`src/rtl/pipeline_pkg.sv`:
```
// Shared encodings for the 5-stage MIPS pipeline: PC-select codes, NOP word,
// primary opcodes and the instruction-fetch FSM states.
package pipeline_pkg;

  localparam logic [1:0] SEL_PC_PC4    = 2'd0;
  localparam logic [1:0] SEL_PC_JUMP   = 2'd1;
  localparam logic [1:0] SEL_PC_BRANCH = 2'd2;
  localparam logic [1:0] SEL_PC_JR     = 2'd3;

  // sll $0,$0,0
  localparam logic [31:0] NOP_WORD = 32'h0000_0000;

  localparam logic [5:0] OP_RTYPE = 6'h00;
  localparam logic [5:0] OP_J     = 6'h02;
  localparam logic [5:0] OP_JAL   = 6'h03;
  localparam logic [5:0] OP_BEQ   = 6'h04;
  localparam logic [5:0] OP_BNE   = 6'h05;
  localparam logic [5:0] OP_LW    = 6'h23;
  localparam logic [5:0] OP_SW    = 6'h2b;

  typedef enum logic {
    FETCH_REQ  = 1'b0,
    FETCH_HELD = 1'b1
  } fetch_state_e;

  function automatic logic [31:0] word_align(input logic [31:0] addr);
    return {addr[31:2], 2'b00};
  endfunction

endpackage

```
`src/rtl/if_fetch_stage_if_id_reg.sv`:
```
// IF/ID pipeline register. Priority: flush > load > bubble > hold.
module if_id_reg #(
  parameter logic [31:0] NOP_WORD = pipeline_pkg::NOP_WORD
) (
  input  logic        clk,
  input  logic        rst,
  input  logic        load,
  input  logic        bubble,
  input  logic        flush,
  input  logic [31:0] load_inst,
  input  logic [31:0] load_pc4,
  output logic [31:0] ID_inst,
  output logic [31:0] ID_pc4,
  output logic        ID_valid
);

  always_ff @(posedge clk or posedge rst) begin
    if (rst) begin
      ID_inst  <= NOP_WORD;
      ID_pc4   <= 32'h0;
      ID_valid <= 1'b0;
    end else if (flush) begin
      // ID_pc4 is left alone: only the instruction is killed
      ID_inst  <= NOP_WORD;
      ID_valid <= 1'b0;
    end else if (load) begin
      ID_inst  <= load_inst;
      ID_pc4   <= load_pc4;
      ID_valid <= 1'b1;
    end else if (bubble) begin
      ID_inst  <= NOP_WORD;
      ID_valid <= 1'b0;
    end
  end

endmodule

```
`src/rtl/if_fetch_stage.sv`:
```
// MIPS instruction-fetch stage: PC, redirect handling, imem handshake, skid and IF/ID.
// Optional IF_PERF_CNT_EN adds fetch_cnt/kill_cnt performance counters.
module if_fetch_stage
  import pipeline_pkg::*;
#(
  parameter logic [31:0] RESET_PC = 32'h0000_0000,
  parameter logic [31:0] NOP_WORD = pipeline_pkg::NOP_WORD
) (
  input  logic        clk,
  input  logic        rst,
  input  logic [1:0]  sel_pc,
  input  logic        flush,
  input  logic        stall,
  input  logic [31:0] br_addr,
  input  logic [31:0] jr_addr,
  output logic        imem_req,
  output logic [31:0] imem_addr,
  input  logic [31:0] imem_rdata,
  input  logic        imem_ready,
  output logic [31:0] pc,
  output logic [31:0] ID_inst,
  output logic [31:0] ID_pc4,
  output logic        ID_valid
`ifdef IF_PERF_CNT_EN
  ,
  output logic [31:0] fetch_cnt,
  output logic [31:0] kill_cnt
`endif
);

  fetch_state_e state_q, state_d;
  logic [31:0] pc_q, pc_plus4, redir_addr, next_pc;
  logic [31:0] skid_q, pend_addr_q, id_load_inst;
  logic        pend_vld_q, redir, pc_adv, capture_skid, id_load, id_bubble;

  assign pc        = pc_q;
  assign imem_addr = pc_q;
  assign pc_plus4  = pc_q + 32'd4;
  assign redir     = (sel_pc != SEL_PC_PC4);

  always_comb begin
    case (sel_pc)
      SEL_PC_JUMP:   redir_addr = {ID_pc4[31:28], ID_inst[25:0], 2'b00};
      SEL_PC_BRANCH: redir_addr = word_align(br_addr);
      SEL_PC_JR:     redir_addr = word_align(jr_addr);
      default:       redir_addr = pc_plus4;
    endcase
  end

  // A redirect presented on the advancing edge is newer than any pending one
  assign next_pc = redir ? redir_addr : (pend_vld_q ? pend_addr_q : pc_plus4);

  always_comb begin
    state_d      = state_q;
    imem_req     = 1'b0;
    pc_adv       = 1'b0;
    capture_skid = 1'b0;
    id_load      = 1'b0;
    id_bubble    = 1'b0;
    id_load_inst = imem_rdata;
    case (state_q)
      FETCH_REQ: begin
        imem_req = !rst;
        if (imem_ready) begin
          if (!stall) begin
            id_load = 1'b1;
            pc_adv  = 1'b1;
          end else begin
            capture_skid = 1'b1;
            state_d      = FETCH_HELD;
          end
        end else if (!stall) begin
          id_bubble = 1'b1;
        end
      end
      FETCH_HELD: begin
        id_load_inst = skid_q;
        if (!stall) begin
          id_load = 1'b1;
          pc_adv  = 1'b1;
          state_d = FETCH_REQ;
        end
      end
      default: state_d = FETCH_REQ;
    endcase
  end

  always_ff @(posedge clk or posedge rst) begin
    if (rst) begin
      state_q    <= FETCH_REQ;
      pc_q       <= RESET_PC;
      pend_vld_q <= 1'b0;
    end else begin
      state_q <= state_d;
      if (pc_adv) begin
        pc_q       <= next_pc;
        pend_vld_q <= 1'b0;
      end else if (redir) begin
        pend_vld_q <= 1'b1;
      end
    end
  end

  // Data-only registers; their validity is tracked by state_q / pend_vld_q
  always_ff @(posedge clk) begin
    if (capture_skid) skid_q <= imem_rdata;
    if (!pc_adv && redir) pend_addr_q <= redir_addr;
  end

  if_id_reg #(
    .NOP_WORD(NOP_WORD)
  ) u_if_id_reg (
    .clk      (clk),
    .rst      (rst),
    .load     (id_load),
    .bubble   (id_bubble),
    .flush    (flush),
    .load_inst(id_load_inst),
    .load_pc4 (pc_plus4),
    .ID_inst  (ID_inst),
    .ID_pc4   (ID_pc4),
    .ID_valid (ID_valid)
  );

`ifdef IF_PERF_CNT_EN
  always_ff @(posedge clk or posedge rst) begin
    if (rst) begin
      fetch_cnt <= 32'h0;
      kill_cnt  <= 32'h0;
    end else begin
      fetch_cnt <= fetch_cnt + {31'h0, imem_ready};
      kill_cnt  <= kill_cnt + {31'h0, flush & ID_valid};
    end
  end
`else
  // Performance counters not built in this configuration
`endif

endmodule

```
`config.mk`:
```
export PLATFORM = sky130hd
export DESIGN_NAME = if_fetch_stage
export DESIGN_NICKNAME = d
export VERILOG_FILES = /design/src/rtl/pipeline_pkg.sv /design/src/rtl/if_fetch_stage_if_id_reg.sv /design/src/rtl/if_fetch_stage.sv
export SDC_FILE = /design/constraint.sdc
export NUM_CORES = 1
export LEC_CHECK = 0
export BUFFER_PORTS_ARGS = -buffer_cell sky130_fd_sc_hd__buf_2
export CORE_MARGIN = 4
export CORE_UTILIZATION = 45
export DETAILED_ROUTE_END_ITERATION = 12
export PLACE_DENSITY = 0.7
export SLEW_MARGIN = 20
export SYNTH_ARGS = -nofsm -noshare
export SYNTH_HDL_FRONTEND = slang
export SYNTH_SLANG_ARGS = --single-unit
```
`constraint.sdc`:
```
create_clock -name clk -period 6.1 [get_ports clk]
set_input_delay 0.305 -clock clk [delete_from_list [all_inputs] [get_ports clk]]
set_output_delay 0.305 -clock clk [all_outputs]
set_load 0.01 [all_outputs]
```
# After elaboration in Yosys (flattened, before gate mapping)
# Cells that the tools add are included.
[word_totals] regBits=163 out_inout_bits=130 in_bits=103
[op_classes] n_reduce_logical=7 eq_ne=3 n_mux=22 bitwise=2 addsub=1
[op_table] cell="2-to-1 mux 32 bit" n=6
[op_table] cell="case mux 32 bit (3 select lines)" n=1
[op_table] cell="adder 32 x 3 -> 32 bit, second input constant" n=1
[op_table] cell="2-to-1 mux 1 bit" n=13
[op_table] cell="== test 2 bit, second input constant" n=2
[op_table] cell="case mux 1 bit (2 select lines)" n=2
[op_table] cell="nonzero test 2 bit" n=2
[op_table] cell="nonzero test 3 bit" n=1
[op_table] cell="== test 2 x 1 -> 1 bit, second input constant" n=1
[op_table] cell="zero test 1 bit" n=2
[op_table] cell="NOT 1 bit" n=2
[op_table] cell="AND reduction 2 bit" n=1
[op_table] cell="logical AND 1 bit" n=1

# Depth between registers and ports, before layout
# Gate-level depths: netlist of run 1.
[logic_depth] word_depth=6 mapped_depth=8

# Modules after synthesis
# From an unflattened synthesis of run 1, not the netlist that was laid out.
[hier_totals] cells_unflattened=782 hier_area_um2=8852.2
[modules_own_cells] module="if_fetch_stage" area_per_inst_um2=6028.3 seq_area_each_um2=2772.7 cells_per_inst=564 n_inst=1
[modules_own_cells] module="if_id_reg" area_per_inst_um2=2824.0 seq_area_each_um2=1626.6 cells_per_inst=218 n_inst=1

# Least setup slack after synthesis of run 1
# Ideal clock, no wire load.
[synth_path] path_kind="register to register" start="reg state_q" end="reg pend_addr_q[0] (enable)" path_buffers=3 setup_slack_ps=3225 path_stages_with_launch=6 setup_ps=421 required_time_ps=5679 arrival_ps=2454 path_cell_list="dfrtp_1 -> buf_2 -> o21ba_2 -> clkbuf_1 -> clkbuf_1 -> nor2_1"
[synth_between] elab_chain_len=4
[synth_lines] item="start, declared" line="if_fetch_stage.sv:31" source="fetch_state_e state_q, state_d;"
[synth_lines] item="start signal, assigned" line="if_fetch_stage.sv:94" source="state_q <= state_d;"
[synth_lines] item="NOT 1 bit"
[synth_lines] item="case mux 1 bit (2 select lines) *" line="if_fetch_stage.sv:61" source="case (state_q)"
[synth_lines] item="zero test 1 bit *" line="if_fetch_stage.sv:107" source="if (!pc_adv && redir) pend_addr_q <= redir_addr;"
[synth_lines] item="logical AND 1 bit *" line="if_fetch_stage.sv:107"
[synth_lines] item="end signal, assigned" line="if_fetch_stage.sv:107"
[synth_lines] item="end, declared" line="if_fetch_stage.sv:33" source="logic [31:0] skid_q, pend_addr_q, id_load_inst;"
# Mark *: on every way between the ends. The rest lies on a longest branch, timed or not.
# A chain may end at the register's enable or synchronous reset.

# Worst setup path after layout of run 1
[layout_path] start="reg state_q" end="reg u_if_id_reg.ID_pc4[21]"
[layout_between] elab_chain_len=3
[layout_lines] item="NOT 1 bit"
[layout_lines] item="case mux 1 bit (2 select lines) *" line="if_fetch_stage.sv:61"
[layout_lines] item="AND reduction 2 bit (no line) *"
[layout_lines] item="end signal, assigned" line="if_fetch_stage_if_id_reg.sv:28" source="ID_pc4 <= load_pc4;"
[layout_lines] item="end, declared" line="if_fetch_stage_if_id_reg.sv:13" source="output logic [31:0] ID_pc4,"
# Marked as above.

==> results.toml, run 1 <==
[synthesis]
synth_edf_count = 64
yosys_register_bits = 163
synth_top_family_by_area = "compound AO/OA/AOI/OAI gates"
seq_area_frac_synth_pct = 49.7
yosysWarnings = 0
syn_area_mm2 = 0.00885
synth-simple-area-share_pct = 14.7
synth_fa_ha_area_share_pct = 0.141
yosysTopAreaCell = "dfrtp_1"
synth_top_area_share_pct = 28.0
synth_cell_types = 66
synth_fp_nets = 971
synth-main-ff-cell = "dfrtp_1"
synth_mux_area_share_pct = 8.80
synth.area.top_cells = "dfrtp_1 28%, edfxtp_1 22%, nand2_1 4.7%"
syn_avg_cell_area_um2 = 10.2
synthCells = 867
synthXorXnorAreaFrac_pct = 1.29
async_reset_ff_share_pct = 60.7
synth-compound-area-share_pct = 18.3

[critical_path]
required_ps = 6450
cp_max_fo = 37
crit_path_end_kind = "flop"
startpoint_type = "flop"
critical_path_buf_inv_count = 0
crit_chain = "o21ba_2 -> nand2b_2 -> or4_1 -> nand3_1"
cp_slowest_cell = "dfrtp_2"
r2r_end = "u_if_id_reg.ID_pc4[21]"
reg2reg_depth = 4
arrival_ps = 3620
path_delay_family = "simple AND/OR/NAND/NOR gates"
slowest_delay_ps = 1100
timing.reg2reg.setup_slack_ps = 2830
timing.rr.start = "state_q"
crit_type = "flop to flop"

[drt]
antenna_left = 0
via_count = 7627
wl_per_cell_um = 20.5
viasPerCell = 5.92
drtPass1Iterations = 5
drt_iter0_drc = 593
route.detailed.drc = 0
routed_wirelength_um = 26400

[hold_path]
min_path_cells = 1
hp-start = "imem_rdata[12]"
holdCritPathClass = "input pin to flop"
hold_end = "skid_q[12]"

[final_layout]
layout_commonest_cell = "buf_2"
nets = 1115
diodes = 0
layout_common_cells = "228 x buf_2, 110 x nand2_1, 98 x dfrtp_1, 73 x o21ai_0, 64 x edfxtp_1"
fin_util_pct = 54.2
syn2layout_area_growth_pct = 18.9
drive_gt1_share_pct = 31.4

[cts]
clock_sinks = 163
cts.repair.resized = 0
insertion_delay_ps = 420
cts_tree = "done"
root_buffer = "clkbuf_16"
htreeDepth = 4
clk_pin_slew_ps = 60
cts_max_path_buffers = 2
numCtsBuffers = 17

[placed_design]
io_buffers = 228
gp_congestion = 0.823
dp_hpwl_um = 17700

[global_route]
grt_max_degree = 68
grt_overflow = 0
grt_pass1_wl_um = 40900
grt_pass1_vias = 7283
track_usage_pct = 23.8
antenna_found_initial = 0

[floorplanning]
core_mm2 = 0.0194
initial_utilization_pct = 45.6
rows = 51
dieArea_mm2 = 0.0220
ios = 233
die_h_um = 148
fp.dieW_um = 148

[timing]
min_period_ps = 3270
setup_viol = 0
report.final.slew_viol_count = 0
fin_hold_ws_ps = 73.4
rsz0062_at_grt = "false"
fin_crit_sh_pct = 53.5
tightest_slew_ps = 1110
maxClockFrequency_mhz = 306
max_slew_margin_pct = 26.1
skew_ps = 9.16
tns_ps = 0
hold_violations = 0

[job]
maxCapViolations = 0

[pwr]
clkPwrFrac_pct = 35.5
intPower_uw = 2230
ir_worst_vdd_v = 0.000216
total_power_uw = 3200
seqPwrFrac_pct = 45.4
powerDensity_mw_per_mm2 = 305
p_sw_share_pct = 30.3
p_leak_uw = 0.00449
power.switching_uw = 969
p_comb_share_pct = 19.1

[status]
status = "finished, final reports clean"
==> power by group through the flow <==
| stage | combinational [uW] | sequential [uW] | clock, uW |
|---|---|---|---|
| after floorplan | 406 | 1440 | 0 |
| after global placement | 602 | 1470 | 0 |
| after detailed placement | 614 | 1470 | 0 |
| after CTS | 616 | 1450 | 1150 |
| after global routing | 673 | 1480 | 1200 |
| final | 612 | 1450 | 1140 |
==> sequential cells by signal, indices dropped and copies added, names as in the netlist <==
| register | cells |
|---|---|
| imem_addr | 32 |
| pend_addr_q | 32 |
| skid_q | 32 |
| u_if_id_reg.ID_inst | 32 |
| u_if_id_reg.ID_pc4 | 32 |
| pend_vld_q | 1 |
| state_q | 1 |
| u_if_id_reg.ID_valid | 1 |
==> cell families (layout without fill, tap and decap cells) <==
| kind of cell | count (synthesis) | count (layout) |
|---|---|---|
| and+or+nand+nor | 263 | 263 |
| buffers and inverters | 126 | 283 |
| DFF | 163 | 163 |
| AOI/OAI and AO/OA | 233 | 233 |
| muxes | 68 | 68 |
| xor gates and xnor gates | 13 | 13 |
| adders and majority gates | 1 | 1 |
==> metrics by stage <==
stage / area [um^2] / setup WS (ps) / std cells
final: 10500 / 2830 / 1289
after global routing: 10500 / 2640 / 1289
after CTS: 10500 / 2810 / 1289
after detailed placement: 9870 / 2820 / 1256
after global placement: 9870 / 2840 / 1256
after floorplan: 8850 / 3200 / 867
==> synthesized netlist by cell type, types with 7 or more instances <==
| cell type | instances |
|---|---|
| and3_1 | 8 |
| edfxtp_1 | 64 |
| dfrtp_1 | 99 |
| or3_1 | 8 |
| clkbuf_1 | 61 |
| nand3_1 | 35 |
| buf_4 | 34 |
| or4_1 | 14 |
| xnor2_1 | 11 |
| mux2_2 | 28 |
| mux2i_1 | 35 |
| o211ai_1 | 26 |
| nand4_1 | 10 |
| a22oi_1 | 21 |
| nor2_1 | 30 |
| a21boi_0 | 10 |
| a32oi_1 | 7 |
| buf_1 | 9 |
| o311ai_0 | 15 |
| a31oi_1 | 10 |
| a21oi_1 | 15 |
| nor3_1 | 16 |
| o21ai_0 | 73 |
| buf_2 | 10 |
| nand2_1 | 110 |
| inv_1 | 10 |
==> final cells by class <==
| cell class | count | area (um^2) |
|---|---|---|
| clock inverters | 13 | 185 |
| fillers | 1761 | 8880 |
| repair buffers | 241 | 1240 |
| multi-input cells | 578 | 3880 |
| clock buffers | 19 | 433 |
| well taps | 265 | 332 |
| inverters | 10 | 40.0 |
| flip-flops and latches | 163 | 4400 |
==> worst max path at each step <==
stage,startpoint,slack (ps),depth (start not counted),to
6_report,state_q,2830,4,u_if_id_reg.ID_pc4[21]
5_1_grt,state_q,2640,4,u_if_id_reg.ID_pc4[19]
4_1_cts,state_q,2810,4,u_if_id_reg.ID_pc4[19]
3_5_place_dp,state_q,2820,4,u_if_id_reg.ID_pc4[21]
3_3_place_gp,state_q,2840,4,u_if_id_reg.ID_pc4[19]
2_1_floorplan,rst,3200,1,imem_addr[0]
==> worst reg2reg max path: stages, from the launching register on <==
cell and delay, ps:
dfrtp_2 1100, o21ba_2 720, nand2b_2 620, or4_1 680
nand3_1 90
==> routing by layer <==
metal	vias up	wire, um	GRT usage, %	share of wire, %
met3	30	2560	6.49	9.7
met1	3698	11100	33.3	42
met4	0	485	6.33	1.8
met5	-	0	0	0
li1	3516	-	-	-
met2	383	12200	36.9	46
==> what timing repair did <==
| action | CTS | global route |
|---|---|---|
| hold endpoints to repair | 32 | 0 |
| buffers inserted | 0 | 0 |
| endpoints found under the setup margin | 0 | 0 |
| hold buffers | 1 | 0 |
Note: power is estimated with default switching activity, not from simulation.
==> run 2, diff against run 1 <==
--- a/config.mk
+++ b/config.mk
@@ -9,7 +9,7 @@
 export CORE_MARGIN = 4
 export CORE_UTILIZATION = 45
 export DETAILED_ROUTE_END_ITERATION = 12
-export PLACE_DENSITY = 0.7
+export PLACE_DENSITY = 0.73
 export SLEW_MARGIN = 20
 export SYNTH_ARGS = -nofsm -noshare
 export SYNTH_HDL_FRONTEND = slang
==> constraint.sdc (replaced) <==
create_clock -name clk -period 2.92 [get_ports clk]
set_input_delay 0.146 -clock clk [delete_from_list [all_inputs] [get_ports clk]]
set_output_delay 0.146 -clock clk [all_outputs]
set_load 0.01 [all_outputs]
==> results.toml, run 2 (synthesized netlist as in run 1, its figures left out) <==
[drt]
drtPass1Iterations = 5
via_count = 7804
drt_iter0_drc = 666
wl_per_cell_um = 19.8
route.detailed.drc = 0
antenna_left = 0
routed_wirelength_um = 26600
viasPerCell = 5.82

[hold_path]
hold_end = "state_q"
hp-start = "imem_ready"
holdCritPathClass = "input pin to flop"
min_path_cells = 2

[critical_path]
crit_chain = "ha_1 -> nand3_1 -> or4_1 -> buf_4 -> o311ai_0 -> nand3_1"
startpoint_type = "flop"
crit_path_end_kind = "flop"
arrival_ps = 2540
timing.reg2reg.setup_slack_ps = 540
r2r_end = "pend_addr_q[30]"
crit_top_cell = "nand3_1"
slowest_delay_ps = 540
cp_max_fo = 23
reg2reg_depth = 6
path_delay_family = "simple AND/OR/NAND/NOR gates"
timing.rr.start = "imem_addr[2]"
crit_cells = 6
required_ps = 3080
crit_type = "flop to flop"
critical_path_buf_inv_count = 1
cp_slowest_cell = "or4_1"

[timing]
report.final.slew_viol_count = 0
tightest_slew_ps = 699
skew_ps = 7.55
hold_violations = 0
fin_ws_ps = 537
tns_ps = 0
max_slew_margin_pct = 53.4
maxClockFrequency_mhz = 420
rsz0062_at_grt = "false"
fin_crit_sh_pct = 81.6
setup_viol = 0
min_period_ps = 2380

[floorplanning]
die_h_um = 148
core_mm2 = 0.0194
initial_utilization_pct = 45.6
ios = 233
dieArea_mm2 = 0.0220
fp.dieW_um = 148
rows = 51

[global_route]
use_met1_pct = 32.9
busiest_layer = "met2"
antenna_found_initial = 0
track_usage_pct = 24.1
gr-usage-met2_pct = 38.1
grt_max_degree = 55
grt_pass1_vias = 7499
grt_pass1_wl_um = 41500
met3_usage_pct = 6.00
grt_overflow = 0

[final_layout]
fin_util_pct = 56.5
nets = 1167
syn2layout_area_growth_pct = 23.8
drive_gt1_share_pct = 31.7
layout_commonest_cell = "buf_2"
fin_cells = 1341
diodes = 0
layout_common_cells = "228 x buf_2, 110 x nand2_1, 98 x dfrtp_1, 73 x o21ai_0, 64 x edfxtp_1"

[pwr]
ir_worst_vdd_v = 0.000436
powerDensity_mw_per_mm2 = 602
p_leak_uw = 0.00469

[placed_design]
gp_congestion = 0.833
pre_cts_ws_ps = 553
io_buffers = 228
dp_hpwl_um = 18500
dp.cells = 1273

[cts]
cts.repair.resized = 0
numCtsBuffers = 17
cts_max_path_buffers = 2
htreeDepth = 4
cts_tree = "done"
clock_sinks = 163
clk_pin_slew_ps = 60
insertion_delay_ps = 420
root_buffer = "clkbuf_16"

[job]
maxCapViolations = 0

[status]
status = "finished, final reports clean"
-- run 2: changes by cell type in the layout (fill, tap and decap cells not counted), sizes merged --
cell / change
dlygate4sd3: +35
bufinv: -2
buf: +17
inv: +2
clkbuf: -2
clkinv: +2
-- run 2: worst max path at each step --
stage / start / to / slack, ps
6_report: imem_addr[2] / pend_addr_q[30] / 540
5_1_grt: imem_addr[2] / pend_addr_q[26] / 320
4_1_cts: imem_addr[2] / pend_addr_q[30] / 520
3_5_place_dp: imem_addr[2] / pend_addr_q[26] / 550
3_3_place_gp: imem_addr[2] / pend_addr_q[26] / 560
2_1_floorplan: state_q / pend_addr_q[0] / 40
-- run 2: power by group --
part           switching, uW  internal [uW]
Sequential               338           2680
Clock                    960           1270
Combinational            754            602
Total                   2050           4540
-- run 2: cell type report --
cell class | count | area [um^2]
clock buffer | 17 | 425
inverter | 10 | 40.0
tap | 265 | 332
timing repair buffer | 293 | 1730
multi-input combinational | 578 | 3870
fill | 1742 | 8440
sequential | 163 | 4400
clock inverter | 15 | 158
-- run 2: what timing repair did --
action | CTS | global route
hold buffers | 36 | 0
endpoints found under the hold margin | 87 | 0
buffers inserted | 0 | 0
-- run 2: stage by stage --
stage / hold WS [ps] / total power [uW] / area, um^2
floorplan: 209 / 3850 / 8850
global placement: 320 / 4330 / 10000
detailed placement: 322 / 4380 / 10000
CTS: 6.15 / 6650 / 11000
global route: 15.2 / 6920 / 11000
finish: 28.8 / 6600 / 11000
-- run 2: routing by layer --
| layer | vias up | part of all wire [%] |
|---|---|---|
| li1 | 3631 | - |
| met1 | 3768 | 43 |
| met2 | 370 | 47 |
| met3 | 35 | 8.7 |
| met4 | 0 | 2.0 |
| met5 | - | 0 |
